<file path="src/rtl/fb_pkg.sv">
// Shared constants, register map and enumerations for the frame-buffer port arbiter.
package fb_pkg;

    localparam int unsigned FB_W      = 640;
    localparam int unsigned FB_H      = 480;
    localparam int unsigned FB_PIXELS = FB_W * FB_H;
    localparam int unsigned PIX_W     = 5;
    localparam int unsigned ADDR_W    = 19;

    localparam logic [1:0] REG_CTRL        = 2'd0;
    localparam logic [1:0] REG_STATUS      = 2'd1;
    localparam logic [1:0] REG_CLEAR_COLOR = 2'd2;

    typedef enum logic [1:0] {GNT_NONE, GNT_SCAN, GNT_CLEAR, GNT_CPU} fb_gnt_t;
    typedef enum logic {CLR_IDLE, CLR_RUN} clr_state_t;

endpackage

</file>
<file path="src/rtl/fb_port_arbiter_if.sv">
// Avalon-MM slave bundle between the CPU fabric and the frame-buffer arbiter.
interface fb_port_arbiter_if;

    logic        AVL_READ;
    logic        AVL_WRITE;
    logic        AVL_CS;
    logic [20:0] AVL_ADDR;
    logic [7:0]  AVL_WRITEDATA;
    logic [7:0]  AVL_READDATA;
    logic        AVL_WAITREQUEST;

    modport master (
        output AVL_READ, AVL_WRITE, AVL_CS, AVL_ADDR, AVL_WRITEDATA,
        input  AVL_READDATA, AVL_WAITREQUEST
    );

    modport slave (
        input  AVL_READ, AVL_WRITE, AVL_CS, AVL_ADDR, AVL_WRITEDATA,
        output AVL_READDATA, AVL_WAITREQUEST
    );

endinterface

</file>
<file path="src/rtl/fb_clear_engine.sv">
// Back-buffer fill engine: walks every pixel index once, advancing only on its own grant.
module fb_clear_engine
    import fb_pkg::*;
#(
    parameter int unsigned N_PIX  = FB_PIXELS,
    parameter int unsigned CNT_W  = 19,
    parameter int unsigned DATA_W = 5
) (
    input  logic              CLK,
    input  logic              RESET,
    input  logic              start,
    input  logic [DATA_W-1:0] color,
    input  fb_gnt_t           gnt,
    output logic              req,
    output logic              busy,
    output logic [CNT_W-1:0]  ptr,
    output logic [DATA_W-1:0] wdata
);

    clr_state_t state;

    always_ff @(posedge CLK) begin
        if (RESET) begin
            state <= CLR_IDLE;
            ptr   <= '0;
        end else begin
            case (state)
                CLR_IDLE: begin
                    if (start) begin
                        state <= CLR_RUN;
                        ptr   <= '0;
                    end
                end
                CLR_RUN: begin
                    if (gnt == GNT_CLEAR) begin
                        if (ptr == CNT_W'(N_PIX - 1)) state <= CLR_IDLE;
                        else                          ptr   <= ptr + CNT_W'(1);
                    end
                end
            endcase
        end
    end

    // Colour is not latched at start so a mid-clear change applies to later pixels.
    assign busy  = (state == CLR_RUN);
    assign req   = busy;
    assign wdata = color;

endmodule

</file>
<file path="src/rtl/fb_port_arbiter.sv">
// Single-port frame-buffer arbiter: scanout reads, CPU pixel writes and clear fills,
// with CPU-requested front/back buffer swap committed at frame start.
module fb_port_arbiter #(
    parameter int unsigned FB_W   = fb_pkg::FB_W,
    parameter int unsigned FB_H   = fb_pkg::FB_H,
    parameter int unsigned PIX_W  = fb_pkg::PIX_W,
    parameter int unsigned ADDR_W = fb_pkg::ADDR_W
) (
    input  logic              CLK,
    input  logic              RESET,
    fb_port_arbiter_if.slave  avl,
    input  logic              pix_en,
    input  logic              frame_start,
    input  logic [9:0]        fb_drawX,
    input  logic [9:0]        fb_drawY,
    output logic [PIX_W-1:0]  fb_color,
    output logic [ADDR_W:0]   mem_addr,
    output logic              mem_we,
    output logic [PIX_W-1:0]  mem_wdata,
    input  logic [PIX_W-1:0]  mem_rdata
);
    import fb_pkg::*;

    localparam int unsigned N_PIX = FB_W * FB_H;

    logic              front, swap_pending;
    logic              clear_busy, clear_req;
    logic [PIX_W-1:0]  clear_color, clear_wdata;
    logic [ADDR_W-1:0] clear_ptr, scan_idx, cpu_idx;
    logic              cpu_req, reg_wr, reg_rd, ctrl_wr, scan_req;
    logic              scan_d, scan_hit_d;
    fb_gnt_t           gnt, last_gnt;
    logic              unused_bits;

    assign cpu_req  = avl.AVL_CS & avl.AVL_WRITE & ~avl.AVL_ADDR[20];
    assign reg_wr   = avl.AVL_CS & avl.AVL_WRITE &  avl.AVL_ADDR[20];
    assign reg_rd   = avl.AVL_CS & avl.AVL_READ  &  avl.AVL_ADDR[20];
    assign ctrl_wr  = reg_wr && (avl.AVL_ADDR[1:0] == REG_CTRL);
    assign scan_req = pix_en && (fb_drawX < 10'(FB_W)) && (fb_drawY < 10'(FB_H));
    assign scan_idx = ADDR_W'(fb_drawX) + (ADDR_W'(fb_drawY) << 9) + (ADDR_W'(fb_drawY) << 7);
    assign cpu_idx  = avl.AVL_ADDR[ADDR_W-1:0];
    assign unused_bits = ^{avl.AVL_ADDR[19:ADDR_W], avl.AVL_WRITEDATA[7:PIX_W]};

    fb_clear_engine #(
        .N_PIX  (N_PIX),
        .CNT_W  (ADDR_W),
        .DATA_W (PIX_W)
    ) u_clear (
        .CLK   (CLK),
        .RESET (RESET),
        .start (ctrl_wr & avl.AVL_WRITEDATA[1]),
        .color (clear_color),
        .gnt   (gnt),
        .req   (clear_req),
        .busy  (clear_busy),
        .ptr   (clear_ptr),
        .wdata (clear_wdata)
    );

    // Scan always wins; clear and CPU take turns when both are waiting.
    always_comb begin
        gnt = GNT_NONE;
        if (RESET)                  gnt = GNT_NONE;
        else if (scan_req)          gnt = GNT_SCAN;
        else if (clear_req && cpu_req)
            gnt = (last_gnt == GNT_CLEAR) ? GNT_CPU : GNT_CLEAR;
        else if (clear_req)         gnt = GNT_CLEAR;
        else if (cpu_req)           gnt = GNT_CPU;
    end

    always_comb begin
        mem_addr  = '0;
        mem_we    = 1'b0;
        mem_wdata = '0;
        case (gnt)
            GNT_SCAN:  mem_addr = {front, scan_idx};
            GNT_CLEAR: begin
                mem_addr  = {~front, clear_ptr};
                mem_we    = 1'b1;
                mem_wdata = clear_wdata;
            end
            GNT_CPU: begin
                mem_addr  = {~front, cpu_idx};
                mem_we    = (cpu_idx < ADDR_W'(N_PIX));
                mem_wdata = avl.AVL_WRITEDATA[PIX_W-1:0];
            end
            default: ;
        endcase
    end

    assign avl.AVL_WAITREQUEST = ~RESET & cpu_req & (gnt != GNT_CPU);

    always_comb begin
        avl.AVL_READDATA = '0;
        if (reg_rd && !RESET) begin
            case (avl.AVL_ADDR[1:0])
                REG_STATUS:      avl.AVL_READDATA = {5'b0, clear_busy, swap_pending, front};
                REG_CLEAR_COLOR: avl.AVL_READDATA = 8'(clear_color);
                default:         avl.AVL_READDATA = '0;
            endcase
        end
    end

    always_ff @(posedge CLK) begin
        if (RESET) begin
            front        <= 1'b0;
            swap_pending <= 1'b0;
            clear_color  <= '0;
            last_gnt     <= GNT_CPU;
            fb_color     <= '0;
            scan_d       <= 1'b0;
            scan_hit_d   <= 1'b0;
        end else begin
            if (gnt == GNT_CLEAR || gnt == GNT_CPU) last_gnt <= gnt;
            if (reg_wr && avl.AVL_ADDR[1:0] == REG_CLEAR_COLOR)
                clear_color <= avl.AVL_WRITEDATA[PIX_W-1:0];
            // A fresh swap request masks a coincident frame_start.
            if (ctrl_wr && avl.AVL_WRITEDATA[0]) begin
                swap_pending <= 1'b1;
            end else if (frame_start && swap_pending && !clear_busy) begin
                front        <= ~front;
                swap_pending <= 1'b0;
            end
            scan_d     <= pix_en;
            scan_hit_d <= scan_req;
            if (scan_d) fb_color <= scan_hit_d ? mem_rdata : '0;
        end
    end

endmodule

</file>
<file path="src/flat_wrapper.sv">
// flat-port wrapper written by rule: the top's interface ports become plain ports
module fb_port_arbiter_flat import fb_pkg::*;
#(
    parameter int unsigned FB_W   = fb_pkg::FB_W,
    parameter int unsigned FB_H   = fb_pkg::FB_H,
    parameter int unsigned PIX_W  = fb_pkg::PIX_W,
    parameter int unsigned ADDR_W = fb_pkg::ADDR_W
)
  (CLK, RESET, pix_en, frame_start, fb_drawX, fb_drawY, fb_color, mem_addr, mem_we, mem_wdata, mem_rdata, avl_AVL_READ, avl_AVL_WRITE, avl_AVL_CS, avl_AVL_ADDR, avl_AVL_WRITEDATA, avl_AVL_READDATA, avl_AVL_WAITREQUEST);
  fb_port_arbiter_if avl_i ();
  input  logic CLK;
  input  logic RESET;
  input  logic pix_en;
  input  logic frame_start;
  input  logic [9:0] fb_drawX;
  input  logic [9:0] fb_drawY;
  output logic [PIX_W-1:0] fb_color;
  output logic [ADDR_W:0] mem_addr;
  output logic mem_we;
  output logic [PIX_W-1:0] mem_wdata;
  input  logic [PIX_W-1:0] mem_rdata;
  input wire logic [$bits(avl_i.AVL_READ)-1:0] avl_AVL_READ;
  input wire logic [$bits(avl_i.AVL_WRITE)-1:0] avl_AVL_WRITE;
  input wire logic [$bits(avl_i.AVL_CS)-1:0] avl_AVL_CS;
  input wire logic [$bits(avl_i.AVL_ADDR)-1:0] avl_AVL_ADDR;
  input wire logic [$bits(avl_i.AVL_WRITEDATA)-1:0] avl_AVL_WRITEDATA;
  output wire logic [$bits(avl_i.AVL_READDATA)-1:0] avl_AVL_READDATA;
  output wire logic [$bits(avl_i.AVL_WAITREQUEST)-1:0] avl_AVL_WAITREQUEST;
  assign avl_i.AVL_READ = avl_AVL_READ;
  assign avl_i.AVL_WRITE = avl_AVL_WRITE;
  assign avl_i.AVL_CS = avl_AVL_CS;
  assign avl_i.AVL_ADDR = avl_AVL_ADDR;
  assign avl_i.AVL_WRITEDATA = avl_AVL_WRITEDATA;
  assign avl_AVL_READDATA = avl_i.AVL_READDATA;
  assign avl_AVL_WAITREQUEST = avl_i.AVL_WAITREQUEST;
  fb_port_arbiter #(.FB_W(FB_W), .FB_H(FB_H), .PIX_W(PIX_W), .ADDR_W(ADDR_W)) u_core (.CLK(CLK), .RESET(RESET), .avl(avl_i), .pix_en(pix_en), .frame_start(frame_start), .fb_drawX(fb_drawX), .fb_drawY(fb_drawY), .fb_color(fb_color), .mem_addr(mem_addr), .mem_we(mem_we), .mem_wdata(mem_wdata), .mem_rdata(mem_rdata));
endmodule
</file>
<file path="config.mk">
export PLATFORM = sky130hd
export DESIGN_NAME = fb_port_arbiter_flat
export DESIGN_NICKNAME = d
export VERILOG_FILES = /design/src/rtl/fb_pkg.sv /design/src/rtl/fb_port_arbiter_if.sv /design/src/rtl/fb_clear_engine.sv /design/src/rtl/fb_port_arbiter.sv /design/src/flat_wrapper.sv
export SDC_FILE = /design/constraint.sdc
export NUM_CORES = 1
export LEC_CHECK = 0
export CORE_ASPECT_RATIO = 1.1
export CORE_MARGIN = 2
export CORE_UTILIZATION = 33
export DETAILED_ROUTE_END_ITERATION = 7
export GPL_TIMING_DRIVEN = 0
export MAX_ROUTING_LAYER = met4
export PLACE_DENSITY_LB_ADDON = 0.1
export SYNTH_ARGS = -nofsm -noshare
export SYNTH_HDL_FRONTEND = slang
export SYNTH_SLANG_ARGS = --single-unit
</file>
<file path="constraint.sdc">
create_clock -name CLK -period 3.2 [get_ports CLK]
set_input_delay 0.48 -clock CLK [delete_from_list [all_inputs] [get_ports CLK]]
set_output_delay 0.48 -clock CLK [all_outputs]
set_load 0.05 [all_outputs]
</file>
# Word-level counts from Yosys, hierarchy flattened
# Index checks and enable logic that the tools add are counted.
[totals] ff_bits=36 out_inout_bits=40 in_bits=61
[classes] eq_ne=11 n_addsub=3 n_lt_le_gt_ge=3 reduce_logical=16 bitwise_logic=13 mux=22
[op_table] cell="$pmux W20 S3" count=1
[op_table] cell="$mux W19" count=3
[op_table] cell="$pmux W19 S2" count=1
[op_table] cell="$pmux W5 S2" count=2
[op_table] cell="$add A10 B19 Y19" count=1
[op_table] cell="$add A19 B1 Y19 const B" count=1
[op_table] cell="$add A19 B17 Y19" count=1
[op_table] cell="$eq A19 B19 Y1 const B" count=1
[op_table] cell="$lt A19 B19 Y1 const B" count=1
[op_table] cell="$lt A10 B10 Y1 const B" count=1
[op_table] cell="$lt A10 B9 Y1 const B" count=1
[op_table] cell="$mux W2" count=5
[op_table] cell="$logic_and A1 B1 Y1" count=9
[op_table] cell="$and A1 B1 Y1" count=8
[op_table] cell="$eq A2 B2 Y1 const B" count=4
[op_table] cell="$mux W8" count=1
[op_table] cell="$mux W1" count=6
[op_table] cell="$ne A2 B2 Y1 const B" count=3
[op_table] cell="$mux W5" count=1
[op_table] cell="$not A1 Y1" count=5
[op_table] cell="$eq A2 B1 Y1 const B" count=2
[op_table] cell="$pmux W1 S2" count=2
[op_table] cell="$reduce_and A3 Y1" count=1
[op_table] cell="$logic_not A1 Y1" count=2
[op_table] cell="5 further kinds" count=5

# Longest topological paths before layout
# Gate-level depths: netlist of run 1.
[logic_depth] depth_word=10 ltp_mapped=10 depth_no_buf=9

# Modules after synthesis
# A second synthesis of run 1 with hierarchy kept.
[unflattened] cells_unflattened=357 area_unflattened_um2=2996.6
[modules_own_cells] mod="fb_port_arbiter" instances=1 cells_each=214 area_per_inst_um2=1806.7 seq_area_each_um2=320.3
[modules_own_cells] mod="fb_clear_engine" instances=1 cells_each=143 area_per_inst_um2=1189.9 seq_area_each_um2=400.4

# Worst setup path after synthesis of run 1
# Ideal clock, no wire load.
[synth_timing] path_kind="input to output" startpoint="in fb_drawX[9]" endpoint="out mem_addr[16]" arrival_time_ns=3.239 setup_slack_ns=-0.519 n_path_buf=0 cell_stages=9 cell_sequence="inv_1 -> fa_1 -> inv_1 -> fa_1 -> a21oi_1 -> o211a_1 -> o21ai_0 -> xnor2_1 -> o21ai_0"
[synth_via] elab_chain_len=7 word_cells_on_any_way=11
[synth_rtl] element="start, declared" line="flat_wrapper.sv:15" source="input logic [9:0] fb_drawX;"
[synth_rtl] element="parallel branches: the longest is 6 deep, another holds $add A10 B19 Y19"
[synth_rtl] element="$pmux W20 S3 (*)" line="fb_port_arbiter.sv:75" source="case (gnt)"
[synth_rtl] element="end, declared" line="flat_wrapper.sv:18" source="output logic [ADDR_W:0] mem_addr;"
# Every way passes the cells marked *.

# Final worst setup path of run 1
[layout_timing] startpoint="in fb_drawY[3]" endpoint="out mem_addr[17]"
[layout_via] elab_chain_len=6 word_cells_on_any_way=10
[layout_rtl] element="start, declared" line="flat_wrapper.sv:16" source="input logic [9:0] fb_drawY;"
[layout_rtl] element="parallel branches: the longest is 5 deep, another holds $add A10 B19 Y19"
[layout_rtl] element="$pmux W20 S3 (*)" line="fb_port_arbiter.sv:75"
# Marks and branches as above.

==> run metrics, run 1 <==
status=completed; fmax=around 0.32 GHz; top_reg_cell synth=dfxtp_1; Final period util=0.974; Tot GR Track Use=0.212; Setup Skew=~20 ps; final worst slack=roughly 83 ps; initial antenna violation count=0; CP max FO=4; htree depth=2; cell row count=36; DRC viols=0; DR vias/cell=between 5 and 6; peak supply drop=a little under 0.2 mV; crit start category=input port; register area share after synthesis=0.243; vias in the first global route=around 3100; Cell Count, Final, Fillers Out=a little under 600; clock tree from TritonCTS=built; Remaining Overflow, GRT=0; Setup Crit Path Kind=in2out; Seq cells post-synth=36; Relative slew margins=0.473; fin. max-slew vios=0; global-route wire length before repair=~16000 um; Post-CTS Hold Buffers=0; die area=9760 um2; Required @ worst endpoint=around 2700 ps; clk_lat worst skew=approximately 300 ps; CTS clk-pin slew, worst paths=~80 ps; EDFF count, synth=0; largest net degree at the start of global routing=13; vias after detailed routing=around 3300; share of cells above drive strength 1=0.216; Avg Inst Size Synth=7.93 um2; P_leak=around 1.8 nW; Num CTS Buffers=5; fin crit period=slightly above 3000 ps; Hold Fails Final Rpt=0; DR WL/cell=about 17 um; Yosys cell types=58; worst hold start=u_core.fb_color[3]; CP Capture Type=output pin; WL final=around 10000 um; Synth-to-Final Area Change=49.7%; post-synthesis cell count=374; Diodes inserted=0; gpl congestion=0.857; CTS Buffer Depth=2; nets=about 570; Die H=103 um; RSZ-0062 raised after global routing=yes; worst hold margin=~470 ps; post-DP HPWL=~7600 um; pre-CTS WS=-1070 ps; total iterations of the first detailed-routing run=4; Worst setup startpoint=fb_drawY[3]; initial core utilization=0.337; I/O Buffers=92; Chip Width=around 94 um; clock sinks=36; total power=between 1 and 1.5 mW; Max Cap Violations=0; First DRT Iteration DRCs=140; Async SR Flop Fraction=0; IO Count=101; core area=about 8800 um2; Reg-to-Reg Start=u_core.u_clear.ptr[7]; pwr dens=approximately 280 nW/um2; HP Class=reg2reg; Synthesis Warnings=0; root buf cell=clkbuf_8; Crit path arrival time=roughly 2600 ps; final setup vio count=0; Final ANT Viol Nets=0; placed cell count=roughly 580; worst-margin pin slew=~790 ps; synthesized area=2960 um2
worst max-delay path: stages:
cell	delay, ps
clkdlybuf4s50_1	530
ha_4	230
ha_4	290
o21ai_1	80
o21ai_2	160
a21oi_2	90
or4_4	500
nand4_1	110
buf_6	170
where the power goes:
part	switching [mW]	internal, mW	leakage, nW
sequential	0.00195	0.450	0.290
clock	0.180	0.176	0.0516
combinational	0.237	0.210	1.42
cell usage in the layout (no fill, tap or decap), types with 9 or more instances in the layout:
master and n:
dfxtp_1 36, nand2b_1 11, nand4_1 12, nor2_1 21, clkdlybuf4s50_1 55, clkdlybuf4s15_2 11
nand2_1 27, o31ai_1 11, ha_4 11, a222oi_1 10, buf_2 12, buf_4 16
or4_1 10, a22oi_1 10, mux2i_1 9, a21oi_1 23, nand3_1 13, inv_1 22
cell type report:
cell class	instances	area, um2
buffer	21	118
clock buffer	6	82.6
clock inverter	2	13.8
fill	869	4350
inverter	26	103
multi-input combinational	290	2300
sequential	36	721
tap	114	143
timing repair buffer	101	953
per-layer routing:
metal / wire length [um] / vias up / track usage
li1: - / 1622 / -
met1: 4450 / 1564 / 0.270
met2: 4910 / 95 / 0.360
met3: 497 / 13 / 0.0254
met4: 150 / 0 / 0.0557
met5: 0 / - / -
synth_stat cells (2+ instances only):
| library cell | n | area share |
|---|---|---|
| a211oi_1 | 4 | 0.010 |
| a21o_1 | 6 | 0.015 |
| a21oi_1 | 27 | 0.046 |
| a222oi_1 | 10 | 0.034 |
| a22o_1 | 6 | 0.018 |
| a22oi_1 | 10 | 0.025 |
| a31oi_1 | 2 | 0.0042 |
| and2_1 | 2 | 0.0042 |
| and3_1 | 5 | 0.011 |
| and4_1 | 3 | 0.0089 |
| buf_1 | 2 | 0.0025 |
| buf_2 | 4 | 0.0068 |
| buf_4 | 4 | 0.010 |
| clkbuf_1 | 14 | 0.018 |
| dfxtp_1 | 36 | 0.24 |
| fa_1 | 2 | 0.014 |
| ha_1 | 23 | 0.097 |
| inv_1 | 25 | 0.032 |
| mux2_2 | 2 | 0.0076 |
| mux2i_1 | 9 | 0.030 |
| nand2_1 | 27 | 0.034 |
| nand2b_1 | 12 | 0.025 |
| nand3_1 | 13 | 0.022 |
| nand3b_1 | 3 | 0.0076 |
| nand4_1 | 12 | 0.025 |
| nand4bb_1 | 2 | 0.0076 |
| nor2_1 | 21 | 0.027 |
| nor2b_1 | 4 | 0.0084 |
| nor3_1 | 3 | 0.0051 |
| nor3_2 | 2 | 0.0068 |
| nor4_1 | 3 | 0.0063 |
| o2111ai_1 | 2 | 0.0059 |
| o21a_1 | 4 | 0.010 |
| o21ai_0 | 20 | 0.034 |
| o31a_1 | 2 | 0.0059 |
| o31ai_1 | 11 | 0.028 |
| or4_1 | 11 | 0.028 |
| xnor2_1 | 5 | 0.015 |
| xor2_1 | 2 | 0.0059 |
sequential cells by signal, summed over array words and instances, names as in the netlist:
| signal | cells |
|---|---|
| u_core.clear_color | 5 |
| u_core.fb_color | 5 |
| u_core.front | 1 |
| u_core.last_gnt | 2 |
| u_core.scan_d | 1 |
| u_core.scan_hit_d | 1 |
| u_core.swap_pending | 1 |
| u_core.u_clear.busy | 1 |
| u_core.u_clear.ptr | 19 |
path summary, 6_finish.rpt:
| kind | end | slack (ps) | depth (start not counted) |
|---|---|---|---|
| worst max-delay path | mem_addr[17] | 80 | 9 |
| worst min-delay path | u_core.fb_color[3] | 470 | 2 |
| worst max register to register | u_core.u_clear.ptr[11] | 1030 | 7 |
| worst min register to register | u_core.fb_color[3] | 470 | 2 |
what timing repair did:
action | CTS | global route
cloned | 0 | 0
setup endpoints to repair | 26 | 26
gates resized for setup | 149 | 51
buffers inserted | 5 | 4
pin swaps | 15 | 15
kinds of logic (layout without fill, tap and decap cells):
group / Yosys count / after routing / synth area share
AOI/OAI and AO/OA: 114 / 114 / 0.267
xor gates and xnor gates: 7 / 7 / 0.0207
adders and majority gates: 25 / 25 / 0.111
buffers and inverters: 50 / 156 / 0.0701
DFF: 36 / 36 / 0.243
muxes: 11 / 11 / 0.0380
other: 1 / 3 / 0.00127
and+or+nand+nor: 130 / 130 / 0.249
metrics by stage:
| step | area (um2) | utilization | setup TNS [ps] |
|---|---|---|---|
| final | 4440 | 0.505 | 0 |
| after detailed placement | 4040 | 0.460 | -23620 |
| after global routing | 4440 | 0.505 | 0 |
| after CTS | 4370 | 0.497 | -3.90 |
| after floorplan | 2980 | - | -141 |
| after global placement | 4040 | 0.460 | -23650 |
(Power assumes the default switching activity.)
==> run 2, diff against run 1 <==
Settings changed: ABC_CLOCK_PERIOD_IN_PS set to 3200, CORE_UTILIZATION 33 to 46.
==> run 2 against run 1 <==
  * Largest cell class unchanged
  * Sequential power is essentially flat
  * Critical endpoint unchanged
  * The flow now finishes with violations (negative setup slack)
  * Final area shrank 3.4%
  * First-iteration DRC count grew 46%
  * Clock power grew 16%
  * Sequential share of layout area grew 0.58 points
  * Via count grew 2.4%
==> run metrics, run 2 (same netlist as run 1, synthesis figures left out) <==
total negative slack=-34.7 ps (was 0 ps); final worst slack=-34.7 ps (was 83.4 ps); final setup vio count=1 (was 0); I/O Buffers=92 (unchanged); Setup Crit Path Kind=in2out (unchanged); peak supply drop=0.166 mV (was 0.199 mV); Post-Route M1 WL=3890 um (was 4450 um); Reg-to-Reg Start=u_core.u_clear.ptr[6] (was u_core.u_clear.ptr[7]); Required @ worst endpoint=2720 ps (about the same); r2r setup slk=1050 ps (was 1030 ps); DR vias/cell=6.01 (was 5.53); fmax=0.309 GHz (was 0.321 GHz); DR WL/cell=17.0 um (was 16.8 um); CTS clk-pin slew, worst paths=70 ps (was 80 ps); DRC viols=0 (unchanged); P_sw=0.413 mW (was 0.418 mW); P_leak=1.73 nW (was 1.77 nW); vias in the first global route=3239 (was 3144); post-DP HPWL=7310 um (was 7640 um); htree depth=2 (unchanged); cell row count=30 (was 36); Worst Hold Depth=2 (unchanged); dpl cell area=4000 um2 (was 4040 um2); failing checks=negative setup slack; WHS Endpoint=u_core.fb_color[1] (was u_core.fb_color[3]); clk_lat worst skew=300 ps (about the same); Synth-to-Final Area Change=44.5% (was 49.7%); pwr dens=300 nW/um2 (was 283 nW/um2); Setup Skew=11.7 ps (was 19.5 ps); WL final=9520 um (was 10000 um); IO Count=101 (unchanged); initial core utilization=0.479 (was 0.337); routed wl met3=725 um (was 497 um); Crit path arrival time=2750 ps (was 2640 ps); largest net degree at the start of global routing=13 (unchanged); worst hold start=u_core.fb_color[1] (was u_core.fb_color[3]); gpl congestion=0.919 (was 0.857); Cell Count, Final, Fillers Out=561 (was 596); largest registers=u_core.u_clear.ptr: 19 flops, u_core.clear_color: 5 flops, u_core.fb_color: 5 flops (unchanged); root buf cell=clkbuf_8 (unchanged); HP Class=reg2reg (unchanged); fin crit period=3230 ps (was 3120 ps); vias after detailed routing=3374 (was 3294); total power=1.28 mW (was 1.26 mW); R2R depth=5 (was 7); die area=7100 um2 (was 9760 um2); Relative slew margins=0.378 (was 0.473); switching share of power=0.321 (was 0.333); share of cells above drive strength 1=0.200 (was 0.216); top layer in use=met4 (unchanged); placed cell count=548 (was 582); fin. max-slew vios=0 (unchanged); total iterations of the first detailed-routing run=5 (was 4); crit start category=input port (unchanged); status=finished, violations left (was completed); initial antenna violation count=0 (unchanged); Max Cap Violations=0 (unchanged); Diodes inserted=0 (unchanged); final instance area=4280 um2 (was 4440 um2); RSZ-0062 raised after global routing=yes (unchanged); Post-CTS Hold Buffers=0 (unchanged); Biggest register=u_core.u_clear.ptr (unchanged); First DRT Iteration DRCs=205 (was 140); worst-margin pin slew=933 ps (was 790 ps); commonest non-fill, non-tap cell in the layout=clkdlybuf4s50_1 (unchanged); clock sinks=36 (unchanged); Final period util=1.01 (was 0.974); clock network fraction of total power=0.322 (was 0.284); Routed met2 length=4680 um (was 4910 um); Chip Width=80.5 um (was 94.4 um); r2r endpoint=u_core.u_clear.ptr[18] (was u_core.u_clear.ptr[11]); fill count=550 (was 869); Num CTS Buffers=5 (unchanged); global-route wire length before repair=15400 um (was 15800 um); clock tree from TritonCTS=built (unchanged); Die H=88.2 um (was 103 um); Tot GR Track Use=0.284 (was 0.212); Remaining Overflow, GRT=0 (unchanged); nets=566 (was 567); max reg flops=19 (unchanged); worst hold margin=473 ps (about the same); combinational cell fraction of total power=0.326 (was 0.356); Int Pwr=0.872 mW (was 0.837 mW); Hold Fails Final Rpt=0 (unchanged); Flop pwr share=0.352 (was 0.360); Final ANT Viol Nets=0 (unchanged); CTS Buffer Depth=2 (unchanged); CP Capture Type=output pin (unchanged); core area=6190 um2 (was 8780 um2); CP max FO=4 (unchanged); commonest non-fill, non-tap cells in the layout=clkdlybuf4s50_1 (58), dfxtp_1 (36), nand2_1 (27) (was clkdlybuf4s50_1 (55), dfxtp_1 (36), nand2_1 (27))
run 2: changes by cell type in the layout (fill, tap and decap cells not counted), moves of 2 or more:
| cell | delta |
|---|---|
| ha_1 | +4 |
| ha_4 | -5 |
| clkdlybuf4s15_2 | -5 |
| buf_4 | -2 |
| dlymetal6s2s_1 | -3 |
| o21ai_0 | +2 |
| clkbuf_2 | +4 |
| clkdlybuf4s50_1 | +3 |
| dlygate4sd2_1 | +2 |
run 2: per-stage QoR:
stage / utilization / setup WS (ps)
3_5_place_dp: 0.646 / -1120
2_1_floorplan: - / -141
6_report: 0.692 / -34.7
5_1_grt: 0.692 / -121
3_3_place_gp: 0.646 / -1090
4_1_cts: 0.701 / -0.105
run 2: worst max-delay path by stage:
| stage | startpoint | end | slack [ps] | cells past startpoint |
|---|---|---|---|---|
| after floorplan | fb_drawX[9] | mem_addr[16] | -140 | 9 |
| after global placement | fb_drawX[9] | mem_addr[15] | -1090 | 11 |
| after detailed placement | fb_drawX[9] | mem_addr[15] | -1120 | 11 |
| after CTS | fb_drawY[9] | mem_addr[17] | -0.1 | 9 |
| after global routing | fb_drawY[3] | mem_addr[17] | -120 | 9 |
| final | fb_drawY[3] | mem_addr[17] | -30 | 9 |
run 2: worst max-delay path: stages:
cell and delay, ps:
clkdlybuf4s50_1 450, ha_1 360, ha_4 320, o21ai_1 90, o21ai_2 190, a21oi_2 100, or4_1 470, nand4_1 130
buf_6 180
run 2: power groups by stage:
stage,logic (mW),registers (mW),clock network [mW]
after detailed placement,0.368,0.463,0
after floorplan,0.222,0.464,0
after global placement,0.364,0.463,0
after global routing,0.451,0.453,0.438
final,0.418,0.452,0.414
after CTS,0.417,0.452,0.415
run 2: area by class of cell:
class / count / area [um2] / area share
multi-input combinational: 290 / 2230 / 0.520
timing repair buffer: 100 / 913 / 0.213
sequential: 36 / 721 / 0.168
buffer: 21 / 110 / 0.0257
tap: 80 / 100 / 0.0234
inverter: 26 / 98.8 / 0.0231
clock buffer: 5 / 68.8 / 0.0161
clock inverter: 3 / 42.5 / 0.00993
run 2: what timing repair did:
item	CTS	global route
endpoints found under the hold margin	0	0
gates resized for setup	145	36
endpoints found under the setup margin	26	21
pin swaps	13	3
buffers inserted	8	0
run 2: routing by layer:
metal,up-vias,GRT usage
met5,-,-
met4,0,0.0801
met3,21,0.0536
met2,137,0.480
met1,1586,0.345
li1,1630,-
